[src/rtl/salu_result_arbiter.sv]
// Merges NUM_UNITS salu_compute result streams into one SGPR writeback port:
// round-robin arbitration into a 2-entry FIFO that registers the writeback path.
module salu_result_arbiter #(
    parameter int NUM_UNITS = 2,
    parameter int INSTR_W   = 256
) (
    input  logic                           clk,
    input  logic                           rst_n,
    input  logic [NUM_UNITS-1:0]           in_valid,
    output logic [NUM_UNITS-1:0]           in_ready,
    input  logic [NUM_UNITS*INSTR_W-1:0]   in_data,
    output logic                           wr_valid,
    input  logic                           wr_ready,
    output logic [INSTR_W-1:0]             wr_data,
    output logic [$clog2(NUM_UNITS):0]     grant_idx
);

    localparam int IDX_W = $clog2(NUM_UNITS) + 1;
    typedef logic [IDX_W-1:0] idx_t;

    idx_t               rr_ptr;
    idx_t               win_idx;
    logic               win_found;
    logic [INSTR_W-1:0] win_data;

    logic [1:0]         count;
    logic               rd_ptr;
    logic               wr_ptr;
    logic [INSTR_W-1:0] fifo_mem [2];

    logic               can_push;
    logic               push;
    logic               pop;

    // Two-pass scan: units at or above rr_ptr first, then wrap to unit 0.
    // NOTE: every always_comb output gets a default first so no latch is inferred.
    always_comb begin
        win_found = 1'b0;
        win_idx   = '0;
        win_data  = '0;
        for (int i = 0; i < NUM_UNITS; i++) begin
            if (!win_found && in_valid[i] && (idx_t'(i) >= rr_ptr)) begin
                win_found = 1'b1;
                win_idx   = idx_t'(i);
                win_data  = in_data[i*INSTR_W +: INSTR_W];
            end
        end
        for (int i = 0; i < NUM_UNITS; i++) begin
            if (!win_found && in_valid[i]) begin
                win_found = 1'b1;
                win_idx   = idx_t'(i);
                win_data  = in_data[i*INSTR_W +: INSTR_W];
            end
        end
    end

    // A full FIFO still accepts when the head leaves in the same cycle.
    assign can_push = rst_n && ((count != 2'd2) || wr_ready);
    assign push     = win_found && can_push;
    assign pop      = wr_valid && wr_ready;

    always_comb begin
        in_ready = '0;
        for (int i = 0; i < NUM_UNITS; i++) begin
            in_ready[i] = push && (win_idx == idx_t'(i));
        end
    end

    assign grant_idx = win_idx;
    assign wr_valid  = (count != 2'd0);
    assign wr_data   = fifo_mem[rd_ptr];

    // NOTE: sequential state uses non-blocking assignments so every register
    // samples pre-edge values regardless of statement order.
    always_ff @(posedge clk or negedge rst_n) begin
        if (!rst_n) begin
            rr_ptr <= '0;
        end else if (push) begin
            rr_ptr <= (win_idx == idx_t'(NUM_UNITS - 1)) ? '0 : win_idx + idx_t'(1);
        end
    end

    always_ff @(posedge clk or negedge rst_n) begin
        if (!rst_n) begin
            count  <= 2'd0;
            rd_ptr <= 1'b0;
            wr_ptr <= 1'b0;
        end else begin
            if (push) wr_ptr <= ~wr_ptr;
            if (pop)  rd_ptr <= ~rd_ptr;
            case ({push, pop})
                2'b10:   count <= count + 2'd1;
                2'b01:   count <= count - 2'd1;
                default: count <= count;
            endcase
        end
    end

    // NOTE: payload storage has no reset; validity is carried entirely by count.
    always_ff @(posedge clk) begin
        if (push) fifo_mem[wr_ptr] <= win_data;
    end

endmodule

[config.mk]
export PLATFORM = sky130hd
export DESIGN_NAME = salu_result_arbiter
export DESIGN_NICKNAME = d
export VERILOG_FILES = /design/src/rtl/salu_result_arbiter.sv
export SDC_FILE = /design/constraint.sdc
export NUM_CORES = 1
export LEC_CHECK = 0
export CORE_AREA = 10 10 294 296
export CTS_CLUSTER_DIAMETER = 50
export DETAILED_ROUTE_END_ITERATION = 16
export DIE_AREA = 0 0 304 306
export HOLD_SLACK_MARGIN = 0.12
export SLEW_MARGIN = 15
export SYNTH_ARGS = -nofsm -noshare
export SYNTH_HDL_FRONTEND = slang
export SYNTH_SLANG_ARGS = --single-unit
[constraint.sdc]
create_clock -name clk -period 18.9 [get_ports clk]
set_input_delay 2.835 -clock clk [delete_from_list [all_inputs] [get_ports clk]]
set_output_delay 2.835 -clock clk [all_outputs]
set_load 0.01 [all_outputs]
### Yosys cells after proc, flatten, opt, wreduce, memory -nomap -nowiden

Memory sizes are Yosys's and may differ from the RTL's.
Index checks and enable logic that the tools add are counted.

| storage, ports and cells | value |
|---|---|
| logic and storage cells | 48 |
| output and inout bits | 261 |
| register bits after elaboration | 6 |
| memories kept | 1 |
| input port bits | 517 |
| memory bits (writable) | 512 |

Memories:

| name | depth | width | read ports | clocked after Yosys merged registers in | wr ports | line | source |
|---|---|---|---|---|---|---|---|
| fifo_mem | 2 | 256 | 1 | 0 | 1 | 29 | `logic [INSTR_W-1:0] fifo_mem [2];` |

| cells by class | value |
|---|---|
| equality and inequality tests | 4 |
| add/sub/neg operators | 3 |
| mux-type cells | 15 |
| $lt $le $gt $ge | 2 |
| reductions and logical operators | 17 |
| bitwise logic cells | 2 |

Operator list:

| cell | count |
|---|---|
| $mux W256 | 4 |
| $logic_and A1 B1 Y1 | 10 |
| $mux W1 | 8 |
| $add A2 B1 Y2 const B | 2 |
| $eq A2 B1 Y1 const B | 2 |
| $ge A1 B2 Y1 const A | 2 |
| $mux W2 | 2 |
| $pmux W2 S2 | 1 |
| $reduce_bool A2 Y1 | 2 |
| $logic_not A1 Y1 | 3 |
| $eq A2 B2 Y1 const B | 1 |
| $logic_not A2 Y1 | 1 |
| $ne A2 B2 Y1 const B | 1 |
| $not A1 Y1 | 2 |
| $sub A2 B1 Y2 const B | 1 |
| $logic_or A1 B1 Y1 | 1 |

### Logic depth before layout (Yosys ltp)

Gate-level depths: netlist of run 1.

| logic depth | value |
|---|---|
| word-level depth | 16 |
| gate-level depth with buffers | 6 |
| mapped depth without buffers | 6 |

### Worst setup path after synthesis of run 1

OpenSTA, ideal clock, no wires.

| path | value |
|---|---|
| kind | input -> register |
| start | in wr_ready |
| end | mem fifo_mem[0][0] (enable) |
| path buffers | 0 |
| arrival | 13,741 ps |
| data required time | 18,021 ps |
| library setup time | 879 ps |
| path slack | 4,280 ps |
| stages | 3 |
| cells stage by stage | or3b_1 o211ai_2 nor2_1 |

| on the way | value |
|---|---|
| word-level cells in the longest chain between the ends | 5 |

Ends and longest elaborated chain:

| element | line | source |
|---|---|---|
| start: declaration | 13 | `input logic wr_ready,` |
| $logic_or A1 B1 Y1 | 58 | `assign can_push = rst_n && ((count != 2'd2) \|\| wr_ready);` |
| $logic_and A1 B1 Y1 | 58 |  |
| $logic_and A1 B1 Y1 | 59 | `assign push = win_found && can_push;` |
| $mux W1 | 101 | `if (push) fifo_mem[wr_ptr] <= win_data;` |
| $mux W1 (implied by the code) | 101 |  |
| end: declaration | 29 |  |

Every way passes these cells.

### Worst setup path in the final report of run 1

| path | value |
|---|---|
| start | in in_valid[1] |
| end | out grant_idx[0] |

| on the way | value |
|---|---|
| word-level cells in the longest chain between the ends | 9 |
| elaborated cells on any way between the ends | 11 |
| those cells by class | mux: 5; reduce/logical: 6 |

Ends and longest elaborated chain:

| element | line | source |
|---|---|---|
| start: declaration | 9 | `input logic [NUM_UNITS-1:0] in_valid,` |
| $logic_and A1 B1 Y1 (2 in a row) | 42 | `if (!win_found && in_valid[i] && (idx_t'(i) >= rr_ptr)) begin` |
| $mux W1 | 42 |  |
| $logic_not A1 Y1 | 49 | `if (!win_found && in_valid[i]) begin` |
| $logic_and A1 B1 Y1 | 49 |  |
| $mux W1 | 49 |  |
| $logic_not A1 Y1 | 49 |  |
| $logic_and A1 B1 Y1 | 49 |  |
| $mux W2 * | 49 |  |
| end: declaration | 15 | `output logic [$clog2(NUM_UNITS):0] grant_idx` |

Every way passes the cells marked *; elsewhere a longest branch is shown, timed or not.

==> metrics.txt, run 1 <==
outcome=finished clean; DP HPWL=approximately 49000 microns; vias per inst=4.46; Internal=between 0.002 and 0.003 W; clk buf depth=3; CTS tree=built; First-pass DRT Iterations=4; Fin. Hold Viols=0; WP data arrival=around 5.4 ns; Port Buffer Count=between 700 and 800; final setup fails=0; met3 wire len=4730 microns; Max Slew Vio Count=0; CTS H-Tree Depth=2; crit end category=output pin; area of the multi-input gates=5310 sq um; nets=between 2000 and 2500; wire per inst=22.0 microns; layout cell share with drive strength beyond 1=19.0%; pre-CTS WS=around 11 ns; final worst-path cycle share=between 40% and 50%; DIE WIDTH=just over 300 microns; Combinational Power Share=36.0%; PostCTS Resize Cnt=0; met2 wire len=~36000 microns; global-route wire length before repair=96000 microns; Hold Buf Count CTS=0; clock root cell=clkbuf_16; highest routed layer=met4; 1st-iter DRT viols=~720; pin count of the biggest net entering global routing=130; number of top-level pins=778; Routed Antenna Nets=0; DRC Markers=0; register clock-pin slew on the reported worst setup and hold paths=around 0.06 ns; Clock Sinks=roughly 520; chip height=roughly 310 microns; switch share=between 20 and 30%; Worst Setup Slack, final=around 11 ns; initial antenna violation count=0; Ys Warns=0; CP startpoint kind=input port; synthesized area=about 21000 sq um; Pwr per Cell Area=between 100 and 150 nW/um^2; die area=about 93000 sq um; Initial Util=about a quarter; Avg Inst Size Synth=18.7 sq um; area grow syn2layout=50.4%; Cells after Synth=about 1100; CP Max Fanout=between 50 and 60; sequential area share after synthesis=roughly 73%; Setup Fix Bufs, Post-CTS=0; crit path kind=in2out; Clk Latency, worst-skew pair=0.59 ns; RSZ-0062 raised after global routing=false; vias in the first global route=between 10000 and 15000; post-route setup TNS=0 ns; CP required=between 15 and 20 ns; via count=13400; Fillers=between 7000 and 8000; total CTS buffers=just under 60; Placer Congestion=between 0.8 and 0.9; Max Fclk=between 100 and 150 MHz; worst min path class=reg2reg; clk_skew=roughly 0.012 ns; Slew HR=34.2%; syn_nets=around 1700; Leakage=around 11 nW; Yosys cell types=25; M1 WL=~24000 microns; NetSw=~0.0012 W; sequential power share=between 30% and 40%; #FFs+latches synth=between 500 and 600; GRT Util Overall=a little over an eighth; Final Critical Period=just over 8 ns; worst IR drop on VDD=about 98 uV; core area=80300 sq um; Routed WL=66500 microns; Max Cap Viol=0; clock network power share=about a quarter; Worst-Margin Slew=0.988 ns; grt total ovfl=0; Reg area=around 16000 sq um; Rows=104
==> cell usage after synthesis <==
| cell | count | area, sq um |
|---|---|---|
| or2_2 | 1 | 6.26 |
| a41oi_1 | 1 | 8.76 |
| clkbuf_1 | 4 | 15.0 |
| buf_1 | 1 | 3.75 |
| a22o_1 | 256 | 2240 |
| and2_1 | 1 | 6.26 |
| xnor2_1 | 3 | 26.3 |
| xor2_1 | 2 | 17.5 |
| inv_2 | 2 | 7.51 |
| conb_1 | 1 | 3.75 |
| a21oi_2 | 1 | 8.76 |
| dfrtp_1 | 5 | 125 |
| mux2_2 | 256 | 2880 |
| or3b_1 | 1 | 8.76 |
| buf_4 | 4 | 30.0 |
| ha_1 | 1 | 12.5 |
| nor2_1 | 4 | 15.0 |
| a211oi_1 | 1 | 7.51 |
| edfxtp_1 | 512 | 15400 |
| buf_6 | 3 | 33.8 |
| inv_1 | 1 | 3.75 |
| a21boi_2 | 1 | 11.3 |
| a31oi_1 | 1 | 6.26 |
| buf_2 | 74 | 370 |
| o211ai_2 | 1 | 12.5 |
==> worst max-delay path, stage by stage <==
cell and delay, ns:
clkdlybuf4s50_1 0.61, inv_2 0.08, a21oi_4 0.11, buf_4 0.42, buf_4 0.60, clkdlybuf4s50_1 0.67
==> path summary, 6_finish.rpt <==
kind,cells after the start,slack (ns),startpoint,endpoint
min in group asynchronous,1,2.52,rst_n,rr_ptr[0]
worst min register to register,1,0.50,count[1],count[1]
worst max register to register,5,15.75,count[1],fifo_mem[0][121]
worst min-delay path,1,0.50,count[1],count[1]
worst max-delay path,6,10.69,in_valid[1],grant_idx[0]
max in group asynchronous,1,16.09,rst_n,rd_ptr
==> sequential cells by signal, indices dropped and copies added (netlist names) <==
name / cells
count: 2
fifo_mem: 512
wr_ptr: 1
rd_ptr: 1
rr_ptr: 1
==> power by group through the flow <==
stage	logic, W	registers [W]	clock network [W]
floorplan	0.000759	0.00170	0
global placement	0.00153	0.00164	0
detailed placement	0.00154	0.00166	0
CTS	0.00156	0.00163	0.00110
global route	0.00162	0.00165	0.00115
finish	0.00151	0.00163	0.00106
==> cell families (layout without fill, tap and decap cells) <==
| family | after synthesis | after routing | share of synthesized area (%) |
|---|---|---|---|
| compound gates | 262 | 262 | 10.8 |
| buf+inv | 89 | 905 | 2.19 |
| xor+xnor | 5 | 5 | 0.206 |
| flops | 517 | 517 | 73.0 |
| fa+ha+maj | 1 | 1 | 0.0589 |
| simple gates | 7 | 7 | 0.171 |
| other cells | 1 | 3 | 0.0177 |
| mux | 256 | 256 | 13.6 |
==> per-stage QoR <==
step	total power, W	hold slack, ns	instance area (sq um)	instances	utilization (%)
floorplan	0.00246	0.446	21200	1138	-
global placement	0.00318	0.478	30100	2906	37.4
detailed placement	0.00320	0.485	30100	2906	37.4
CTS	0.00429	0.503	31900	3014	39.8
global route	0.00442	0.528	31900	3014	39.8
finish	0.00420	0.498	31900	3016	39.8
==> final cells by class <==
class                           instances  share of cell area [%]
Timing Repair Buffer                  794                    24.8
Tap cell                             1060                    4.15
Sequential cell                       517                    48.5
Clock buffer                           84                    5.23
Multi-Input combinational cell        532                    16.6
Antenna cell                            2                  0.0157
Inverter                                3                  0.0353
Clock inverter                         24                   0.638
==> cells in the final DEF (no fill, tap or decap), types with 3 or more instances in the layout <==
master,n
clkdlybuf4s50_1,776
clkinv_2,8
a22o_1,256
clkbuf_16,59
clkbuf_1,15
xnor2_1,3
dfrtp_1,4
clkbuf_8,10
clkinvlp_4,4
clkinv_1,4
edfxtp_1,512
clkinv_8,3
mux2_2,256
buf_4,17
==> routing by layer <==
layer	vias to the layer above	GRT usage, %
met4	0	3.20
li1	6239	-
met3	72	4.39
met1	6672	14.4
met5	-	0
met2	455	25.2
Note: power is estimated with default switching activity, not from simulation.
==> run 2, diff against run 1 <==
--- a/config.mk
+++ b/config.mk
@@ -5,10 +5,10 @@
 export SDC_FILE = /design/constraint.sdc
 export NUM_CORES = 1
 export LEC_CHECK = 0
-export CORE_AREA = 10 10 294 296
+export CORE_AREA = 10 10 295 297
 export CTS_CLUSTER_DIAMETER = 50
 export DETAILED_ROUTE_END_ITERATION = 16
-export DIE_AREA = 0 0 304 306
+export DIE_AREA = 0 0 305 307
 export HOLD_SLACK_MARGIN = 0.12
 export SLEW_MARGIN = 15
 export SYNTH_ARGS = -nofsm -noshare
==> constraint.sdc (replaced) <==
create_clock -name clk -period 8.05 [get_ports clk]
set_input_delay 1.2075 -clock clk [delete_from_list [all_inputs] [get_ports clk]]
set_output_delay 1.2075 -clock clk [all_outputs]
set_load 0.01 [all_outputs]
==> metrics.txt, run 2 (synthesis gave the netlist of run 1 again) <==
DIE WIDTH=305 microns (was 304 microns); vias per inst=4.54 (was 4.46); Crit path largest cell delay=0.95 ns (was 0.67 ns); Max Cap Viol=0 (unchanged); Reg2Reg Depth=5 (unchanged); via count=13800 (was 13400); critical-path cell list=buf_12 -> mux2_2 -> clkdlybuf4s50_1 (was clkdlybuf4s50_1 -> inv_2 -> a21oi_4 -> buf_4 -> buf_4 -> clkdlybuf4s50_1); vias in the first global route=14900 (was 14700); DRC Markers=0 (unchanged); worst IR drop on VDD=265 uV (was 97.8 uV); CP Max Fanout=132 (was 59); chip height=307 microns (was 306 microns); pre-CTS WS=3.54 ns (was 10.66 ns); Fillers=7480 (was 7359); pin count of the biggest net entering global routing=143 (was 130); Hold WS=0.494 ns (was 0.498 ns); GRT Util Overall=13.9% (was 13.5%); crit end category=output pin (unchanged); clk_skew=0.0189 ns (was 0.0119 ns); Top delay family on crit path=buffers and inverters (unchanged); Clock Sinks=517 (unchanged); Max Fclk=approximately 220 MHz; CP bufs+invs=2 (was 5); Initial Util=26.1% (was 26.5%); biggest regs=fifo_mem (512), count (2) (unchanged); outcome=finished clean (unchanged); First-pass DRT Iterations=5 (was 4); CP startpoint kind=register (was input port); core area=81300 sq um (was 80300 sq um); Routed WL=69500 microns (was 66500 microns); number of top-level pins=778 (unchanged); total CTS buffers=70 (was 58); clk buf depth=3 (unchanged); Slew HR=27.5% (was 34.2%); DP HPWL=50300 microns (was 49200 microns); 1st-iter DRT viols=897 (was 723); final worst-path cycle share=56.7%; nets=2432 (was 2424); Placer Congestion=0.839 (was 0.866); reg2reg end=fifo_mem[1][239] (was fifo_mem[0][121]); CTS H-Tree Depth=3 (was 2); commonest non-fill, non-tap cells in the layout=clkdlybuf4s50_1 (776), edfxtp_1 (512), a22o_1 (256), mux2_2 (256), clkbuf_16 (70) (was clkdlybuf4s50_1 (776), edfxtp_1 (512), a22o_1 (256), mux2_2 (256), clkbuf_16 (59)); Worst-Margin Slew=1.09 ns (was 0.988 ns); R2R Setup Slk=5.01 ns (was 15.75 ns); Hold Buf Count CTS=0 (unchanged); Max Slew Vio Count=0 (unchanged); grt total ovfl=0 (unchanged); final setup fails=0 (unchanged); min-delay src=count[1] (unchanged); Clk Latency, worst-skew pair=0.59 ns (about the same); layout cell share with drive strength beyond 1=19.8% (was 19.0%); Worst Setup Slack, final=3.48 ns (was 10.69 ns); Port Buffer Count=776 (unchanged); worst min path class=reg2reg (unchanged); Rows=105 (was 104); PostCTS Resize Cnt=0 (unchanged); initial antenna violation count=1 (was 0); Leakage=11.2 nW (was 11.0 nW); die area=93600 sq um (was 93000 sq um); Biggest register=fifo_mem (unchanged); global-route wire length before repair=99100 microns (was 96000 microns); Pwr per Cell Area=323 nW/um^2 (was 132 nW/um^2); Final Critical Period=~4.6 ns; Worst Hold Depth=1 (unchanged); hold endpoint=count[1] (unchanged); crit path kind=reg2out (was in2out); CP max stage cell=dfrtp_4 (was clkdlybuf4s50_1); worst r2r src=count[1] (unchanged); WP data arrival=3.36 ns (was 5.38 ns); CTS tree=built (unchanged); Fin. Hold Viols=0 (unchanged); RSZ-0062 raised after global routing=false (unchanged); CP required=6.84 ns (was 16.07 ns); Largest register FFs=512 (unchanged); register clock-pin slew on the reported worst setup and hold paths=0.06 ns (about the same); most common cell after layout, fill and taps aside=clkdlybuf4s50_1 (unchanged); Setup Fix Bufs, Post-CTS=0 (unchanged); clock root cell=clkbuf_16 (unchanged); area grow syn2layout=52.9% (was 50.4%); wire per inst=22.9 microns (was 22.0 microns); Routed Antenna Nets=0 (unchanged)
[run 2: cell count changes in the layout (fill, tap and decap cells not counted), sizes merged]
cell      before  now
inv            6   12
diode          2    1
clkbuf        84   80
bufinv         1    7
clkinv        16   25
clkinvlp       4    6
buf           18   14
[run 2: metal layers]
| metal | track usage (%) | part of all wire [%] |
|---|---|---|
| met1 | 15.1 | 37 |
| met2 | 26.1 | 54 |
| met3 | 3.94 | 6.8 |
| met4 | 3.76 | 1.9 |
| met5 | 0 | 0 |
[run 2: how the worst max path moves through the flow]
stage	slack, ns	start	to	cells after the start
after floorplan	-0.61	wr_ready	fifo_mem[0][0]	3
after detailed placement	3.54	rst_n	in_ready[1]	4
after global routing	3.32	rd_ptr	wr_data[83]	3
after CTS	3.41	rd_ptr	wr_data[71]	3
after global placement	3.55	rst_n	in_ready[1]	4
final	3.48	rd_ptr	wr_data[71]	3
[run 2: final cells by class]
class                      count  area [sq um]  share of cell area [%]
sequential                   517         15500                    47.7
timing repair buffer         790          7950                    24.5
multi-input combinational    532          5310                    16.3
clock buffer                  80          1790                    5.51
tap                         1070          1340                    4.12
clock inverter                47           583                    1.79
inverter                       3          11.3                  0.0347
antenna                        1          2.50                 0.00770
[run 2: per-stage QoR]
step	TNS (ns)	instance area (sq um)	utilization (%)	instances	total power [W]
2_1_floorplan	-313.55	21200	-	1138	0.00567
3_3_place_gp	0	30100	37.0	2912	0.00745
3_5_place_dp	0	30100	37.0	2912	0.00751
4_1_cts	0	32500	39.9	3039	0.0107
5_1_grt	0	32500	39.9	3040	0.0110
6_report	0	32500	39.9	3040	0.0105
[run 2: where the power goes]
part	internal, W	leakage [nW]	switching [W]
combinational	0.00189	5.22	0.00168
clock	0.00187	1.13	0.00122
sequential	0.00366	4.86	0.000165
total	0.00741	11.2	0.00307
==> run 3, diff against run 2 <==
--- a/config.mk
+++ b/config.mk
@@ -5,10 +5,10 @@
 export SDC_FILE = /design/constraint.sdc
 export NUM_CORES = 1
 export LEC_CHECK = 0
-export CORE_AREA = 10 10 295 297
+export CORE_AREA = 10 10 291 293
 export CTS_CLUSTER_DIAMETER = 50
 export DETAILED_ROUTE_END_ITERATION = 16
-export DIE_AREA = 0 0 305 307
+export DIE_AREA = 0 0 301 303
 export HOLD_SLACK_MARGIN = 0.12
 export SLEW_MARGIN = 15
 export SYNTH_ARGS = -nofsm -noshare
==> constraint.sdc (replaced) <==
create_clock -name clk -period 3.9 [get_ports clk]
set_input_delay 0.585 -clock clk [delete_from_list [all_inputs] [get_ports clk]]
set_output_delay 0.585 -clock clk [all_outputs]
set_load 0.01 [all_outputs]
==> metrics.txt, run 3 (synthesis gave the netlist of run 1 again) <==
outcome=finished clean (unchanged); die area=91200 sq um (was 93600 sq um); Port Buffer Count=776 (unchanged); worst IR drop on VDD=367 uV (was 265 uV); R2R Setup Slk=1.77 ns (was 5.01 ns); number of top-level pins=778 (unchanged); reg2reg end=fifo_mem[0][164] (was fifo_mem[1][239]); Setup Fix Bufs, Post-CTS=0 (unchanged); area grow syn2layout=52.8% (was 52.9%); Clock Sinks=517 (unchanged); grt total ovfl=0 (unchanged); worst r2r src=count[1] (unchanged); 1st-iter DRT viols=716 (was 897); Pwr per Cell Area=657 nW/um^2 (was 323 nW/um^2); Final Critical Period=3.32 ns; CP Max Fanout=88 (was 132); crit path kind=reg2out (unchanged); Placer Congestion=0.802 (was 0.839); post-route setup TNS=0 ns (unchanged); initial antenna violation count=1 (unchanged); Worst Setup Slack, final=0.577 ns (was 3.48 ns); core area=78600 sq um (was 81300 sq um); Reg2Reg Depth=4 (was 5); crit end category=output pin (unchanged); CP required=3.31 ns (was 6.84 ns); wire per inst=21.9 microns (was 22.9 microns); final worst-path cycle share=between 80% and 90%; vias per inst=4.51 (was 4.54); layout cell share with drive strength beyond 1=19.7% (was 19.8%); worst min path class=in2async (was reg2reg); n_diodes=0 (was 1); clk buf depth=3 (unchanged); Initial Util=27.0% (was 26.1%); WP data arrival=2.74 ns (was 3.36 ns); Max Slew Vio Count=0 (unchanged); Largest register FFs=512 (unchanged); Hold Buf Count CTS=0 (unchanged); commonest non-fill, non-tap cells in the layout=clkdlybuf4s50_1 (776), edfxtp_1 (512), a22o_1 (256), mux2_2 (256), clkbuf_16 (62) (was clkdlybuf4s50_1 (776), edfxtp_1 (512), a22o_1 (256), mux2_2 (256), clkbuf_16 (70)); CTS tree=built (unchanged); DIE WIDTH=301 microns (was 305 microns); Clk Latency, worst-skew pair=0.60 ns (was 0.59 ns); global-route wire length before repair=93800 microns (was 99100 microns); Max Fclk=approximately 300 MHz; Routed WL=66200 microns (was 69500 microns); CTS H-Tree Depth=2 (was 3); Routed Antenna Nets=0 (unchanged); Rows=103 (was 105); pin count of the biggest net entering global routing=134 (was 143); DP HPWL=49400 microns (was 50300 microns); biggest regs=fifo_mem (512), count (2) (unchanged); most common cell after layout, fill and taps aside=clkdlybuf4s50_1 (unchanged); pre-CTS WS=0.958 ns (was 3.54 ns); Fin. Hold Viols=0 (unchanged); clock root cell=clkbuf_16 (unchanged); RSZ-0062 raised after global routing=false (unchanged); total CTS buffers=60 (was 70); final setup fails=0 (unchanged); Leakage=11.2 nW (about the same); Biggest register=fifo_mem (unchanged); Max Cap Viol=0 (unchanged); register clock-pin slew on the reported worst setup and hold paths=0.06 ns (about the same); vias in the first global route=15000 (was 14900); Slew HR=40.4% (was 27.5%); Worst-Margin Slew=0.894 ns (was 1.09 ns); First-pass DRT Iterations=4 (was 5); CP startpoint kind=register (unchanged); GRT Util Overall=13.5% (was 13.9%); PostCTS Resize Cnt=0 (unchanged); via count=13600 (was 13800); DRC Markers=0 (unchanged); nets=2434 (was 2432); clk_skew=0.0232 ns (was 0.0189 ns); chip height=303 microns (was 307 microns)
run 3: cell types whose count changed in the layout (fill, tap and decap cells not counted), moves of 3 or more:
cell / delta
buf_12: +8
buf_4: +4
bufinv_16: +5
clkbuf_16: -8
clkinv_16: -3
inv_6: -4
run 3: worst max path at each step:
stage / start / to / slack (ns) / cells past startpoint
6_report: rd_ptr / wr_data[206] / 0.58 / 4
3_5_place_dp: rst_n / in_ready[1] / 0.96 / 4
4_1_cts: rd_ptr / wr_data[212] / 0.52 / 4
2_1_floorplan: wr_ready / fifo_mem[0][0] / -1.20 / 3
5_1_grt: rd_ptr / wr_data[214] / 0.48 / 4
3_3_place_gp: rst_n / in_ready[1] / 0.98 / 4
run 3: layer usage:
metal	wire length [microns]	part of all wire [%]	global-route usage (%)	vias to the layer above
met4	1650	2.5	4.14	0
met1	23600	36	14.1	6737
met3	5560	8.4	4.58	89
met5	0	0	0	-
li1	-	-	-	6264
met2	35400	53	25.2	513
run 3: layout make-up:
type | instances | area, sq um
fillers | 7137 | 46200
flip-flops and latches | 517 | 15500
repair buffers | 802 | 8140
multi-input cells | 532 | 5320
clock buffers | 71 | 1600
well taps | 1050 | 1310
clock inverters | 42 | 583
inverters | 3 | 11.3
run 3: power by group:
| part | switching (W) | internal (W) |
|---|---|---|
| Clock | 0.00223 | 0.00374 |
| Sequential | 0.000219 | 0.00753 |
| Combinational | 0.00360 | 0.00401 |
run 3: worst max-delay path: stages (launching register included):
cell and delay, ns:
dfrtp_4 0.44, buf_12 0.21, buf_12 0.36, mux2_2 0.40, clkdlybuf4s50_1 0.56
run 3: stage by stage:
stage,instance area [sq um],instances,utilization (%),hold WS [ns],total power [W]
after floorplan,21300,1138,-,0.289,0.0116
after global placement,30300,2904,38.5,0.480,0.0155
after detailed placement,30300,2904,38.5,0.497,0.0156
after CTS,32500,3017,41.3,0.218,0.0217
after global routing,32500,3017,41.3,0.247,0.0223
final,32500,3017,41.3,0.268,0.0213
